### src/rtl/sata_pkg.sv
// Shared encodings for the SATA link alignment controller: FSM states, generation codes
// and the generation fallback helpers.
package sata_pkg;

  typedef enum logic [2:0] {
    ST_IDLE     = 3'd0,
    ST_RECONFIG = 3'd1,
    ST_SETTLE   = 3'd2,
    ST_HUNT     = 3'd3,
    ST_LOCKED   = 3'd4,
    ST_FAIL     = 3'd5
  } state_t;

  localparam logic [1:0] GEN1 = 2'b00;
  localparam logic [1:0] GEN2 = 2'b01;
  localparam logic [1:0] GEN3 = 2'b10;

  function automatic logic [1:0] gen_lower(input logic [1:0] g);
    case (g)
      GEN3:    return GEN2;
      default: return GEN1;
    endcase
  endfunction

  // 2'b11 on max_gen means "gen3 or better", which this PHY caps at gen3.
  function automatic logic [1:0] gen_cap(input logic [1:0] g);
    return g[1] ? GEN3 : g;
  endfunction

endpackage

### src/rtl/sata_timeout_cnt.sv
// Loadable down-counter; o_zero flags expiry. Load wins over decrement, and the count
// holds at zero instead of wrapping.
module sata_timeout_cnt #(
  parameter int W = 8
) (
  input  logic         i_clk,
  input  logic         i_rst_n,
  input  logic         i_load,
  input  logic [W-1:0] i_load_val,
  input  logic         i_dec,
  output logic         o_zero
);

  logic [W-1:0] r_cnt;

  always_ff @(posedge i_clk or negedge i_rst_n) begin
    if (!i_rst_n) begin
      r_cnt <= '0;
    end else if (i_load) begin
      r_cnt <= i_load_val;
    end else if (i_dec && (r_cnt != '0)) begin
      r_cnt <= r_cnt - 1'b1;
    end
  end

  assign o_zero = (r_cnt == '0);

endmodule

### src/rtl/sata_link_align_ctrl.sv
// Speed negotiation and lock sequencer for the SATA receive alignment datapath:
// walks gen3->gen2->gen1 through a PHY reconfig handshake and locks after an ALIGN run.
module sata_link_align_ctrl
  import sata_pkg::*;
#(
  parameter int SETTLE_CYCLES = 1024,
  parameter int HUNT_TIMEOUT  = 65536,
  parameter int ALIGN_COUNT   = 8,
  parameter int ERR_WINDOW    = 256,
  parameter int ERR_LIMIT     = 4,
  parameter int RETRIES       = 2
) (
  input  logic       rx_clkin,
  input  logic       rx_rstn,
  input  logic       start,
  input  logic [1:0] max_gen,
  input  logic       rx_alignin,
  input  logic       rx_syncin,
  input  logic       rx_outenin,
  input  logic       rx_errin,
  output logic       reconfig_req,
  input  logic       reconfig_ack,
  output logic [1:0] sata_gen,
  output logic       link_up,
  output logic       link_fail,
  output logic [2:0] state_out
);

  localparam int TMR_MAX = (SETTLE_CYCLES > HUNT_TIMEOUT) ? SETTLE_CYCLES : HUNT_TIMEOUT;
  localparam int TW = $clog2(TMR_MAX) + 1;
  localparam int WW = $clog2(ERR_WINDOW) + 1;
  localparam int AW = $clog2(ALIGN_COUNT) + 1;
  localparam int EW = $clog2(ERR_LIMIT) + 1;
  localparam int RW = $clog2(RETRIES) + 1;
  localparam logic [TW-1:0] SETTLE_LD = TW'(SETTLE_CYCLES - 1);
  localparam logic [TW-1:0] HUNT_LD   = TW'(HUNT_TIMEOUT - 1);
  localparam logic [WW-1:0] WIN_LD    = WW'(ERR_WINDOW - 1);

  state_t        r_state, w_state_nxt;
  logic [1:0]    r_gen, w_gen_nxt, r_maxg, w_maxg_nxt;
  logic          r_req, w_req_nxt, r_up, w_up_nxt, r_fail, w_fail_nxt, r_pend, w_pend_nxt;
  logic [AW-1:0] r_run, w_run_nxt;
  logic [EW-1:0] r_err, w_err_nxt, w_err_sum;
  logic [RW-1:0] r_retry, w_retry_nxt;
  logic          w_qalign;
  logic          w_tmr_load, w_tmr_dec, w_tmr_zero;
  logic [TW-1:0] w_tmr_val;
  logic          w_win_load, w_win_dec, w_win_zero;

  assign w_qalign = rx_alignin & rx_outenin & rx_syncin;

  // One timer serves SETTLE and HUNT; they are never active together.
  sata_timeout_cnt #(.W(TW)) u_tmr (
    .i_clk(rx_clkin), .i_rst_n(rx_rstn), .i_load(w_tmr_load),
    .i_load_val(w_tmr_val), .i_dec(w_tmr_dec), .o_zero(w_tmr_zero)
  );

  sata_timeout_cnt #(.W(WW)) u_win (
    .i_clk(rx_clkin), .i_rst_n(rx_rstn), .i_load(w_win_load),
    .i_load_val(WIN_LD), .i_dec(w_win_dec), .o_zero(w_win_zero)
  );

  always_comb begin
    w_state_nxt = r_state;
    w_gen_nxt   = r_gen;
    w_maxg_nxt  = r_maxg;
    w_req_nxt   = r_req;
    w_up_nxt    = r_up;
    w_fail_nxt  = r_fail;
    w_pend_nxt  = r_pend;
    w_run_nxt   = r_run;
    w_err_nxt   = r_err;
    w_retry_nxt = r_retry;
    w_tmr_load  = 1'b0;
    w_tmr_val   = HUNT_LD;
    w_tmr_dec   = 1'b0;
    w_win_load  = 1'b0;
    w_win_dec   = 1'b0;
    w_err_sum   = w_win_zero ? EW'(rx_errin) : r_err + EW'(rx_errin);

    if (start) begin
      w_state_nxt = ST_RECONFIG;
      w_maxg_nxt  = gen_cap(max_gen);
      w_up_nxt    = 1'b0;
      w_fail_nxt  = 1'b0;
      w_run_nxt   = '0;
      w_err_nxt   = '0;
      w_retry_nxt = '0;
      // An open handshake keeps its gen and req until the PHY has released ack.
      if (r_req) begin
        w_pend_nxt = 1'b1;
      end else begin
        w_gen_nxt = gen_cap(max_gen);
      end
    end else begin
      case (r_state)
        ST_RECONFIG: begin
          if (r_pend) begin
            if (!reconfig_ack) begin
              w_pend_nxt = 1'b0;
              w_gen_nxt  = r_maxg;
            end
          end else if (!r_req) begin
            w_req_nxt = !reconfig_ack;
          end else if (reconfig_ack) begin
            w_req_nxt   = 1'b0;
            w_state_nxt = ST_SETTLE;
            w_tmr_load  = 1'b1;
            w_tmr_val   = SETTLE_LD;
          end
        end
        ST_SETTLE: begin
          if (w_tmr_zero) begin
            w_state_nxt = ST_HUNT;
            w_tmr_load  = 1'b1;
            w_run_nxt   = '0;
          end else begin
            w_tmr_dec = 1'b1;
          end
        end
        ST_HUNT: begin
          if (!rx_errin && w_qalign && (int'(r_run) == ALIGN_COUNT - 1)) begin
            w_state_nxt = ST_LOCKED;
            w_up_nxt    = 1'b1;
            w_run_nxt   = '0;
            w_err_nxt   = '0;
            w_win_load  = 1'b1;
          end else begin
            if (rx_errin) w_run_nxt = '0;
            else if (w_qalign) w_run_nxt = r_run + 1'b1;
            if (!w_tmr_zero) begin
              w_tmr_dec = 1'b1;
            end else if (r_gen != GEN1) begin
              w_gen_nxt   = gen_lower(r_gen);
              w_state_nxt = ST_RECONFIG;
            end else begin
              w_retry_nxt = r_retry + 1'b1;
              if (int'(r_retry) + 1 < RETRIES) begin
                w_gen_nxt   = r_maxg;
                w_state_nxt = ST_RECONFIG;
              end else begin
                w_state_nxt = ST_FAIL;
                w_fail_nxt  = 1'b1;
              end
            end
          end
        end
        ST_LOCKED: begin
          if (!rx_syncin || (int'(w_err_sum) >= ERR_LIMIT)) begin
            w_state_nxt = ST_HUNT;
            w_up_nxt    = 1'b0;
            w_run_nxt   = '0;
            w_err_nxt   = '0;
            w_tmr_load  = 1'b1;
          end else begin
            w_err_nxt  = w_err_sum;
            w_win_load = w_win_zero;
            w_win_dec  = !w_win_zero;
          end
        end
        ST_IDLE, ST_FAIL: ;
        default: w_state_nxt = ST_IDLE;
      endcase
    end
  end

  always_ff @(posedge rx_clkin or negedge rx_rstn) begin
    if (!rx_rstn) begin
      r_state <= ST_IDLE;
      r_gen   <= GEN3;
      r_maxg  <= GEN3;
      r_req   <= 1'b0;
      r_up    <= 1'b0;
      r_fail  <= 1'b0;
      r_pend  <= 1'b0;
      r_run   <= '0;
      r_err   <= '0;
      r_retry <= '0;
    end else begin
      r_state <= w_state_nxt;
      r_gen   <= w_gen_nxt;
      r_maxg  <= w_maxg_nxt;
      r_req   <= w_req_nxt;
      r_up    <= w_up_nxt;
      r_fail  <= w_fail_nxt;
      r_pend  <= w_pend_nxt;
      r_run   <= w_run_nxt;
      r_err   <= w_err_nxt;
      r_retry <= w_retry_nxt;
    end
  end

  assign reconfig_req = r_req;
  assign sata_gen     = r_gen;
  assign link_up      = r_up;
  assign link_fail    = r_fail;
  assign state_out    = r_state;

endmodule
### config.mk
export PLATFORM = sky130hd
export DESIGN_NAME = sata_link_align_ctrl
export DESIGN_NICKNAME = d
export VERILOG_FILES = /design/src/rtl/sata_pkg.sv /design/src/rtl/sata_timeout_cnt.sv /design/src/rtl/sata_link_align_ctrl.sv
export SDC_FILE = /design/constraint.sdc
export NUM_CORES = 1
export LEC_CHECK = 0
export ABC_AREA = 0
export BUFFER_PORTS_ARGS = -buffer_cell sky130_fd_sc_hd__buf_2
export CAP_MARGIN = 15
export CORE_ASPECT_RATIO = 1.5
export CORE_MARGIN = 5
export CORE_UTILIZATION = 40
export DETAILED_ROUTE_END_ITERATION = 8
export SETUP_SLACK_MARGIN = 0.3
export SYNTH_ARGS = -nofsm -noshare
export SYNTH_HDL_FRONTEND = slang
export SYNTH_SLANG_ARGS = --single-unit
### constraint.sdc
create_clock -name rx_clkin -period 2.38 [get_ports rx_clkin]
set_clock_uncertainty 0.15 [all_clocks]
set_input_delay 0.476 -clock rx_clkin [delete_from_list [all_inputs] [get_ports rx_clkin]]
set_output_delay 0.476 -clock rx_clkin [all_outputs]
set_load 0.01 [all_outputs]
==> results_tabular.tex, run 1 <==
\begin{tabular}{lr}
\hline
Metric & Value \\
\hline
\multicolumn{2}{l}{\textbf{Power}} \\
\quad Total power of the final layout & $\sim$0.0025 W \\
\quad Power density over cell area & $\sim$620 nW/um\^{}2 \\
\quad Leakage power of the design & 1.703 nW \\
\quad Peak supply drop & $\sim$0.35 mV \\
\multicolumn{2}{l}{\textbf{STA}} \\
\quad Transition time at the pin with the least slew margin & 565.9 ps \\
\quad Final setup margin & -166.4 ps \\
\quad Headroom to the max-slew limit & around 62\% \\
\quad Final worst path period share & 107.0\% \\
\quad Fin. max-slew vios & 0 \\
\quad Final hold violation count & 5 \\
\quad Final worst path period need & 2546 ps \\
\quad Post-Route Hold Slack & -6.735 ps \\
\quad Maximum frequency from static timing analysis & 0.3927 GHz \\
\quad Final setup fails & 26 \\
\quad Sum of negative setup slack & -1677 ps \\
\quad Setup repair after global routing missed its margin & true \\
\multicolumn{2}{l}{\textbf{Final layout}} \\
\quad Footprint of the multi-input gates & roughly 1800 um\^{}2 \\
\quad Final non-filler cell area & 3924 um\^{}2 \\
\quad Storage cell area & $\sim$1200 um\^{}2 \\
\quad Non-filler instance count after layout & around 450 \\
\quad Syn-to-layout area delta & 42.35\% \\
\quad Final nets & 388 \\
\quad Fraction of layout instances using a drive strength above 1 & between 40\% and 50\% \\
\quad Total of fill cells in the finished design & a little under 600 \\
\quad Antenna fix cells & 0 \\
\multicolumn{2}{l}{\textbf{Placement}} \\
\quad Placed instance count & $\sim$420 \\
\quad Final Wtd Congestion & about 0.76 \\
\quad Place WS & -215.6 ps \\
\quad Number of port buffers & 17 \\
\quad Standard cell area after detailed placement & about 3400 um\^{}2 \\
\quad Final HPWL from detailed placement & 5.127 mm \\
\multicolumn{2}{l}{\textbf{CTS}} \\
\quad Bufs on Longest Clock Path & 2 \\
\quad Cts bufs inserted & 5 \\
\quad Cell at the root of the clock tree & clkbuf\_8 \\
\quad Clock latency on the worst-skew pair & 310 ps \\
\quad Clock sink total & 46 \\
\quad H-tree Lvls & 2 \\
\quad Clock tree from TritonCTS & built \\
\quad Clock transition time at the flip-flop clock pins of the worst setup and hold paths & 90 ps \\
\multicolumn{2}{l}{\textbf{Logic synthesis}} \\
\quad Synth top area share & between 30\% and 40\% \\
\quad Number of flops mapped to enable cells by yosys & 0 \\
\quad Distinct cells, synth & 61 \\
\quad Average cell area after synthesis & between 9 and 10 um\^{}2 \\
\quad Synth warn & 0 \\
\quad Asr flop ratio synth & 100.0\% \\
\quad Synthesized netlist net count & 310 \\
\quad Top flip-flop cell by instance count after synthesis & dfrtp\_1 \\
\quad Mapped cell area & 2756 um\^{}2 \\
\quad Post-Syn Instances & a little under 300 \\
\quad Top cells by area, synth & dfrtp\_1 (40\%), ha\_1 (3.6\%), nor2\_1 (3.3\%), xnor2\_1 (3.2\%), nand2\_1 (2.9\%) \\
\quad Largest area contributor in the netlist & dfrtp\_1 \\
\quad Sequential-to-total area share from yosys stat & 41.85\% \\
\quad \#FFs+latches synth & between 40 and 50 \\
\multicolumn{2}{l}{\textbf{Flow run}} \\
\quad Maximum capacitance violations & 0 \\
\multicolumn{2}{l}{\textbf{Setup path}} \\
\quad Worst reg-to-reg path cell count & 7 \\
\quad Critical path's top delay family & simple AND/OR/NAND/NOR gates \\
\quad Buf+Inv Stages, Crit Path & 1 \\
\quad Arrival @ worst endpoint & approximately 2600 ps \\
\quad WP depth & 7 \\
\quad Critical Path End Type & flop \\
\quad Category of the critical setup timing path & flop to flop \\
\quad Highest-delay cell along the critical path & or4b\_4 \\
\quad Required time of the critical path & approximately 2400 ps \\
\quad Maximum fanout along the worst path & 4 \\
\quad Startpoint type of the worst setup path & flop \\
\quad CP max stage delay & $\sim$450 ps \\
\quad Series of cell instances along the critical path & inv\_2 > ha\_1 > or4b\_4 > or3\_4 > a221o\_1 > nor2\_2 > mux2\_4 \\
\multicolumn{2}{l}{\textbf{Global route}} \\
\quad Number of antenna violations at the first check in global routing & 0 \\
\quad Global-route wire length before repair & between 10 and 15 mm \\
\quad Combined global-route utilization of all metal layers & roughly 17\% \\
\quad Via count of the first global-routing pass & 2568 \\
\quad Largest net degree at the start of global routing & 25 \\
\quad Congestion Overflow GR & 0 \\
\multicolumn{2}{l}{\textbf{Route}} \\
\quad Vias after detailed routing & roughly 2500 \\
\quad Detailed-route vias per instance & between 5 and 6 \\
\quad Starting DRT DRC Count & 96 \\
\quad Residual DRC & 0 \\
\quad Final ANT Viol Nets & 0 \\
\quad Drt wl/cell & $\sim$16 um \\
\quad Drt total wl & roughly 7 mm \\
\quad Total iterations of the first detailed-routing run & 4 \\
\multicolumn{2}{l}{\textbf{Floorplanning}} \\
\quad Initial cell density of the core & between 40\% and 50\% \\
\quad Area of the core & between 6000 and 7000 um\^{}2 \\
\quad Die X-Extent & around 78 um \\
\quad Die Span Y & 111.7 um \\
\quad Num rows & 37 \\
\quad DIE AREA & about 8700 um\^{}2 \\
\quad I/O pins & 18 \\
\multicolumn{2}{l}{\textbf{Run status}} \\
\quad Result of the run & finished, violations left \\
\quad Failing checks & hold timing, setup timing \\
\multicolumn{2}{l}{\textbf{Worst hold path}} \\
\quad Path type of the worst min-delay path & input port to async pin \\
\hline
\end{tabular}
power by group:
part | leakage [nW] | total (W) | internal (W) | switching (W)
Sequential | 0.568 | 0.00111 | 0.000953 | 0.000158
Combinational | 1.09 | 0.000823 | 0.000430 | 0.000392
Clock | 0.0472 | 0.000517 | 0.000234 | 0.000283
sequential cells by signal (all words and copies together) (netlist names):
register,flops
r_run,4
sata_gen,2
r_pend,1
reconfig_req,1
link_fail,1
link_up,1
u_tmr.r_cnt,17
r_maxg,2
state_out,3
r_err,3
u_win.r_cnt,9
r_retry,2
per-stage QoR:
step	hold slack, ps	utilization [%]
2_1_floorplan	30.41	-
3_3_place_gp	326.3	49.70
3_5_place_dp	335.5	49.70
4_1_cts	8.914	55.73
5_1_grt	34.03	57.66
6_report	-6.735	57.66
worst register-to-register path, cell delays in order, from the launching register on:
cell and delay, ps:
dfrtp_1 410, inv_2 60, ha_1 130, or4b_4 450, or3_4 370, a221o_1 400
nor2_2 150, mux2_4 310
layer usage:
layer	wire, um	global-route usage, %	share of wire [%]	vias to the layer above
met1	2838	19.59	40	1227
met3	227	2.994	3.2	8
met2	3914	30.73	55	39
met4	131	5.505	1.8	0
met5	0	0	0	-
li1	-	-	-	1229
final timing paths:
| kind | start | endpoint | slack [ps] |
|---|---|---|---|
| setup / recovery | u_tmr.r_cnt[0] | r_run[0] | -170 |
| hold / removal | rx_rstn | r_retry[0] | -7 |
| setup reg to reg | u_tmr.r_cnt[0] | r_run[0] | -170 |
| hold reg to reg | r_maxg[1] | r_maxg[1] | 350 |
| max in group asynchronous | rx_rstn | sata_gen[1] | 1490 |
| min in group rx_clkin | reconfig_ack | reconfig_req | 250 |
cells in the final DEF (no fill, tap or decap), types with 6 or more instances in the layout:
| master | netlist | final |
|---|---|---|
| a21oi_1 | 10 | 6 |
| and3_1 | 6 | 6 |
| buf_2 | 2 | 17 |
| buf_4 | 1 | 54 |
| buf_6 | 0 | 11 |
| clkbuf_8 | 0 | 6 |
| dfrtp_1 | 44 | 44 |
| inv_1 | 15 | 13 |
| nand2_1 | 21 | 20 |
| nor2_1 | 24 | 21 |
| nor3_1 | 13 | 9 |
| o211ai_1 | 6 | 6 |
| o21ai_0 | 12 | 8 |
| xnor2_1 | 10 | 9 |
| xor2_1 | 8 | 8 |
cell type report:
type | instances | area share, %
clock inverter | 2 | 0.3189
tap | 78 | 2.487
timing repair buffer | 86 | 17.57
multi-input combinational | 216 | 46.68
inverter | 15 | 1.435
sequential | 46 | 29.40
clock buffer | 6 | 2.105
what timing repair did:
item / 4_1_cts / 5_1_grt
resized for setup: 45 / 22
pin swaps: 20 / 17
hold buffers: 0 / 0
endpoints found under the setup margin: 40 / 41
setup buffers: 13 / 4
cell families after synthesis:
kind of cell               synth area share, %
xor gates and xnor gates                 5.719
buffers and inverters                    4.312
and+or+nand+nor                          24.10
AOI/OAI and AO/OA                        17.43
muxes                                    2.950
adders and majority gates                3.632
DFF                                      41.85
cell usage after synthesis (3+ instances only):
cell type,number
and3_1,6
o211ai_1,6
and2_1,4
xnor2_1,10
nor3_1,13
nand2_1,21
inv_1,15
nand3_1,5
nor2_1,24
xor2_1,8
o2111ai_1,5
clkbuf_1,12
a22o_1,3
a31oi_1,4
nor2b_1,3
or4_1,5
nand3b_1,3
or3_1,3
nor4_1,7
nor3b_1,3
dfrtp_1,44
o21ai_0,12
ha_1,8
o31ai_1,5
a21oi_1,10
mux2_2,5
nand2b_1,5
No activity file was read; power rests on OpenSTA's default activity.
==> inputs of run 2 (changes only) <==
--- a/config.mk
+++ b/config.mk
@@ -9,9 +9,9 @@
 export BUFFER_PORTS_ARGS = -buffer_cell sky130_fd_sc_hd__buf_2
 export CAP_MARGIN = 15
 export CORE_ASPECT_RATIO = 1.5
-export CORE_MARGIN = 5
 export CORE_UTILIZATION = 40
 export DETAILED_ROUTE_END_ITERATION = 8
+export MAX_ROUTING_LAYER = met4
 export SETUP_SLACK_MARGIN = 0.3
 export SYNTH_ARGS = -nofsm -noshare
 export SYNTH_HDL_FRONTEND = slang
==> constraint.sdc (replaced) <==
create_clock -name rx_clkin -period 2.3 [get_ports rx_clkin]
set_clock_uncertainty 0.15 [all_clocks]
set_input_delay 0.46 -clock rx_clkin [delete_from_list [all_inputs] [get_ports rx_clkin]]
set_output_delay 0.46 -clock rx_clkin [all_outputs]
set_load 0.01 [all_outputs]
==> run 2 against run 1 <==
The run still ends with hold timing, setup timing left. Via count increased by 2.8%. Sequential share of layout area decreased by 1.0 points. Critical path depth unchanged. Die area decreased by 17%. Cell count increased by 2.2%. Maximum frequency decreased by 0.82%. Core utilization increased by 4.2 points. Total power increased by 7.4%. Global-route usage increased by 5.0 points. Critical endpoint unchanged. Largest cell class unchanged.
==> results_tabular.tex, run 2 (synthesized netlist as in run 1, its figures left out) <==
\begin{tabular}{lr}
\hline
Metric & Value \\
\hline
\multicolumn{2}{l}{\textbf{Global route}} \\
\quad Combined global-route utilization of all metal layers & 21.92\% \\
\quad Congestion Overflow GR & 0 \\
\quad Global-route wire length before repair & 12.28 mm \\
\quad Largest net degree at the start of global routing & 25 \\
\quad Via count of the first global-routing pass & between 2000 and 3000 \\
\quad Number of antenna violations at the first check in global routing & 0 \\
\multicolumn{2}{l}{\textbf{Final layout}} \\
\quad Antenna fix cells & 0 \\
\quad Most used cells in the layout excluding fill and tap cells & buf\_4 (65), dfrtp\_1 (44), nand2\_1 (21), nor2\_1 (21), buf\_2 (17) \\
\quad Utilization of the core after routing & a little over 60\% \\
\quad Largest registers & u\_tmr.r\_cnt (17), u\_win.r\_cnt (9), r\_run (4) \\
\quad Reg with most FFs & u\_tmr.r\_cnt \\
\quad Syn-to-layout area delta & 47.53\% \\
\quad Final non-filler cell area & around 4100 um\^{}2 \\
\quad Number of flip-flops under the largest register name & 17 \\
\quad Fraction of layout instances using a drive strength above 1 & around 44\% \\
\quad Final nets & 400 \\
\quad Leading cell type in the layout, fill and taps excluded & buf\_4 \\
\multicolumn{2}{l}{\textbf{CTS}} \\
\quad Clock tree from TritonCTS & built \\
\quad Clock latency on the worst-skew pair & just over 300 ps \\
\quad H-tree Lvls & 2 \\
\quad Clock sink total & 46 \\
\quad Clock transition time at the flip-flop clock pins of the worst setup and hold paths & approximately 90 ps \\
\quad Cell at the root of the clock tree & clkbuf\_8 \\
\quad Bufs on Longest Clock Path & 2 \\
\quad Cts bufs inserted & 5 \\
\multicolumn{2}{l}{\textbf{Power}} \\
\quad Leakage power of the design & 1.786 nW \\
\quad Peak supply drop & around 0.46 mV \\
\quad Total power of the final layout & between 0.002 and 0.003 W \\
\quad Power density over cell area & 647.8 nW/um\^{}2 \\
\multicolumn{2}{l}{\textbf{Placement}} \\
\quad Final HPWL from detailed placement & slightly above 5 mm \\
\quad Final Wtd Congestion & 0.8360 \\
\quad Place WS & -300.3 ps \\
\quad Number of port buffers & 17 \\
\quad Standard cell area after detailed placement & 3462 um\^{}2 \\
\multicolumn{2}{l}{\textbf{Setup path}} \\
\quad Capture point of the worst reg-to-reg path & r\_run[0] \\
\quad Worst reg-to-reg path cell count & 7 \\
\quad FF-to-FF setup slack & -270 ps \\
\quad Worst flop-to-flop path startpoint & u\_tmr.r\_cnt[0] \\
\quad Highest-delay cell along the critical path & or4b\_4 \\
\quad Maximum fanout along the worst path & 4 \\
\quad CP max stage delay & 450 ps \\
\quad Startpoint type of the worst setup path & flop \\
\quad Required time of the critical path & roughly 2300 ps \\
\quad Buf+Inv Stages, Crit Path & 1 \\
\quad Series of cell instances along the critical path & inv\_2 > ha\_4 > or4b\_4 > or3\_4 > a221o\_1 > nor2\_2 > mux2\_4 \\
\quad Arrival @ worst endpoint & roughly 2600 ps \\
\quad Category of the critical setup timing path & flop to flop \\
\quad Critical path's top delay family & simple AND/OR/NAND/NOR gates \\
\quad Critical Path End Type & flop \\
\multicolumn{2}{l}{\textbf{Route}} \\
\quad Vias after detailed routing & 2573 \\
\quad Starting DRT DRC Count & 84 \\
\quad Drt wl/cell & about 17 um \\
\quad Final ANT Viol Nets & 0 \\
\quad Residual DRC & 0 \\
\quad Total iterations of the first detailed-routing run & 4 \\
\quad Drt total wl & 7.657 mm \\
\quad Detailed-route vias per instance & 5.606 \\
\multicolumn{2}{l}{\textbf{Floorplanning}} \\
\quad Num rows & 36 \\
\quad I/O pins & 18 \\
\quad Initial cell density of the core & 41.91\% \\
\quad Area of the core & 6576 um\^{}2 \\
\quad DIE AREA & a little over 7000 um\^{}2 \\
\quad Die X-Extent & about 70 um \\
\quad Die Span Y & between 100 and 150 um \\
\multicolumn{2}{l}{\textbf{STA}} \\
\quad Final hold violation count & 10 \\
\quad Post-Route Hold Slack & -9.711 ps \\
\quad Maximum frequency from static timing analysis & 0.3895 GHz \\
\quad Final setup margin & -267.5 ps \\
\quad Final worst path period need & roughly 2600 ps \\
\quad Headroom to the max-slew limit & between 50 and 60\% \\
\quad Sum of negative setup slack & -5263 ps \\
\quad Setup repair after global routing missed its margin & true \\
\quad Final setup fails & 29 \\
\quad Fin. max-slew vios & 0 \\
\quad Transition time at the pin with the least slew margin & between 600 and 700 ps \\
\quad Final worst path period share & 111.6\% \\
\multicolumn{2}{l}{\textbf{Run status}} \\
\quad Result of the run & finished, violations left \\
\quad Failing checks & hold timing, setup timing \\
\multicolumn{2}{l}{\textbf{Flow run}} \\
\quad Maximum capacitance violations & 0 \\
\multicolumn{2}{l}{\textbf{Worst hold path}} \\
\quad Path type of the worst min-delay path & input port to async pin \\
\hline
\end{tabular}
[run 2: power by group]
| group | total (W) | leakage, nW | internal (W) | switching, W |
|---|---|---|---|---|
| logic | 0.000989 | 1.17 | 0.000525 | 0.000464 |
| registers | 0.00115 | 0.568 | 0.000987 | 0.000168 |
| clock network | 0.000491 | 0.0450 | 0.000211 | 0.000280 |
[run 2: layout make-up]
| type | count | area [um^2] |
|---|---|---|
| timing repair buffer | 98 | 819.5 |
| inverter | 15 | 56.30 |
| fill | 563 | 2510 |
| tap | 76 | 95.09 |
| clock buffer | 6 | 72.57 |
| clock inverter | 2 | 10.01 |
| multi-input combinational | 216 | 1859 |
| sequential | 46 | 1154 |
[run 2: repair_timing]
action / CTS / global route
hold endpoints to repair: 0 / 0
setup buffers: 12 / 4
endpoints found under the setup margin: 42 / 41
pin swaps: 19 / 15
gates resized for setup: 47 / 23
gates cloned: 1 / 2
hold buffers: 0 / 0
[run 2: stage by stage]
step                std cells  hold slack [ps]
floorplan                 292            14.41
global placement          432            328.5
detailed placement        432            335.2
CTS                       453            3.592
global route              459            17.80
finish                    459           -9.711
[run 2: worst register-to-register path, cell delays in order (launching register included)]
cell     delay (ps)
dfrtp_1         420
inv_2           100
ha_4            130
or4b_4          450
or3_4           370
a221o_1         380
nor2_2          150
mux2_4          310
[run 2: layer usage]
layer / vias to the layer above / routed length (um) / part of all wire, % / GRT usage, %
li1: 1257 / - / - / -
met1: 1276 / 2919 / 38 / 22.60
met2: 27 / 4417 / 58 / 41.69
met3: 13 / 154 / 2.0 / 3.016
met4: 0 / 165 / 2.2 / 7.000
met5: - / 0 / 0 / -
[run 2: how the worst max path moves through the flow]
stage	from	to	depth (start not counted)
after floorplan	u_tmr.r_cnt[0]	state_out[0]	9
after global placement	u_tmr.r_cnt[1]	r_run[0]	7
after detailed placement	u_tmr.r_cnt[1]	r_run[0]	7
after CTS	u_tmr.r_cnt[0]	r_run[0]	7
after global routing	u_tmr.r_cnt[0]	r_run[0]	7
final	u_tmr.r_cnt[0]	r_run[0]	7
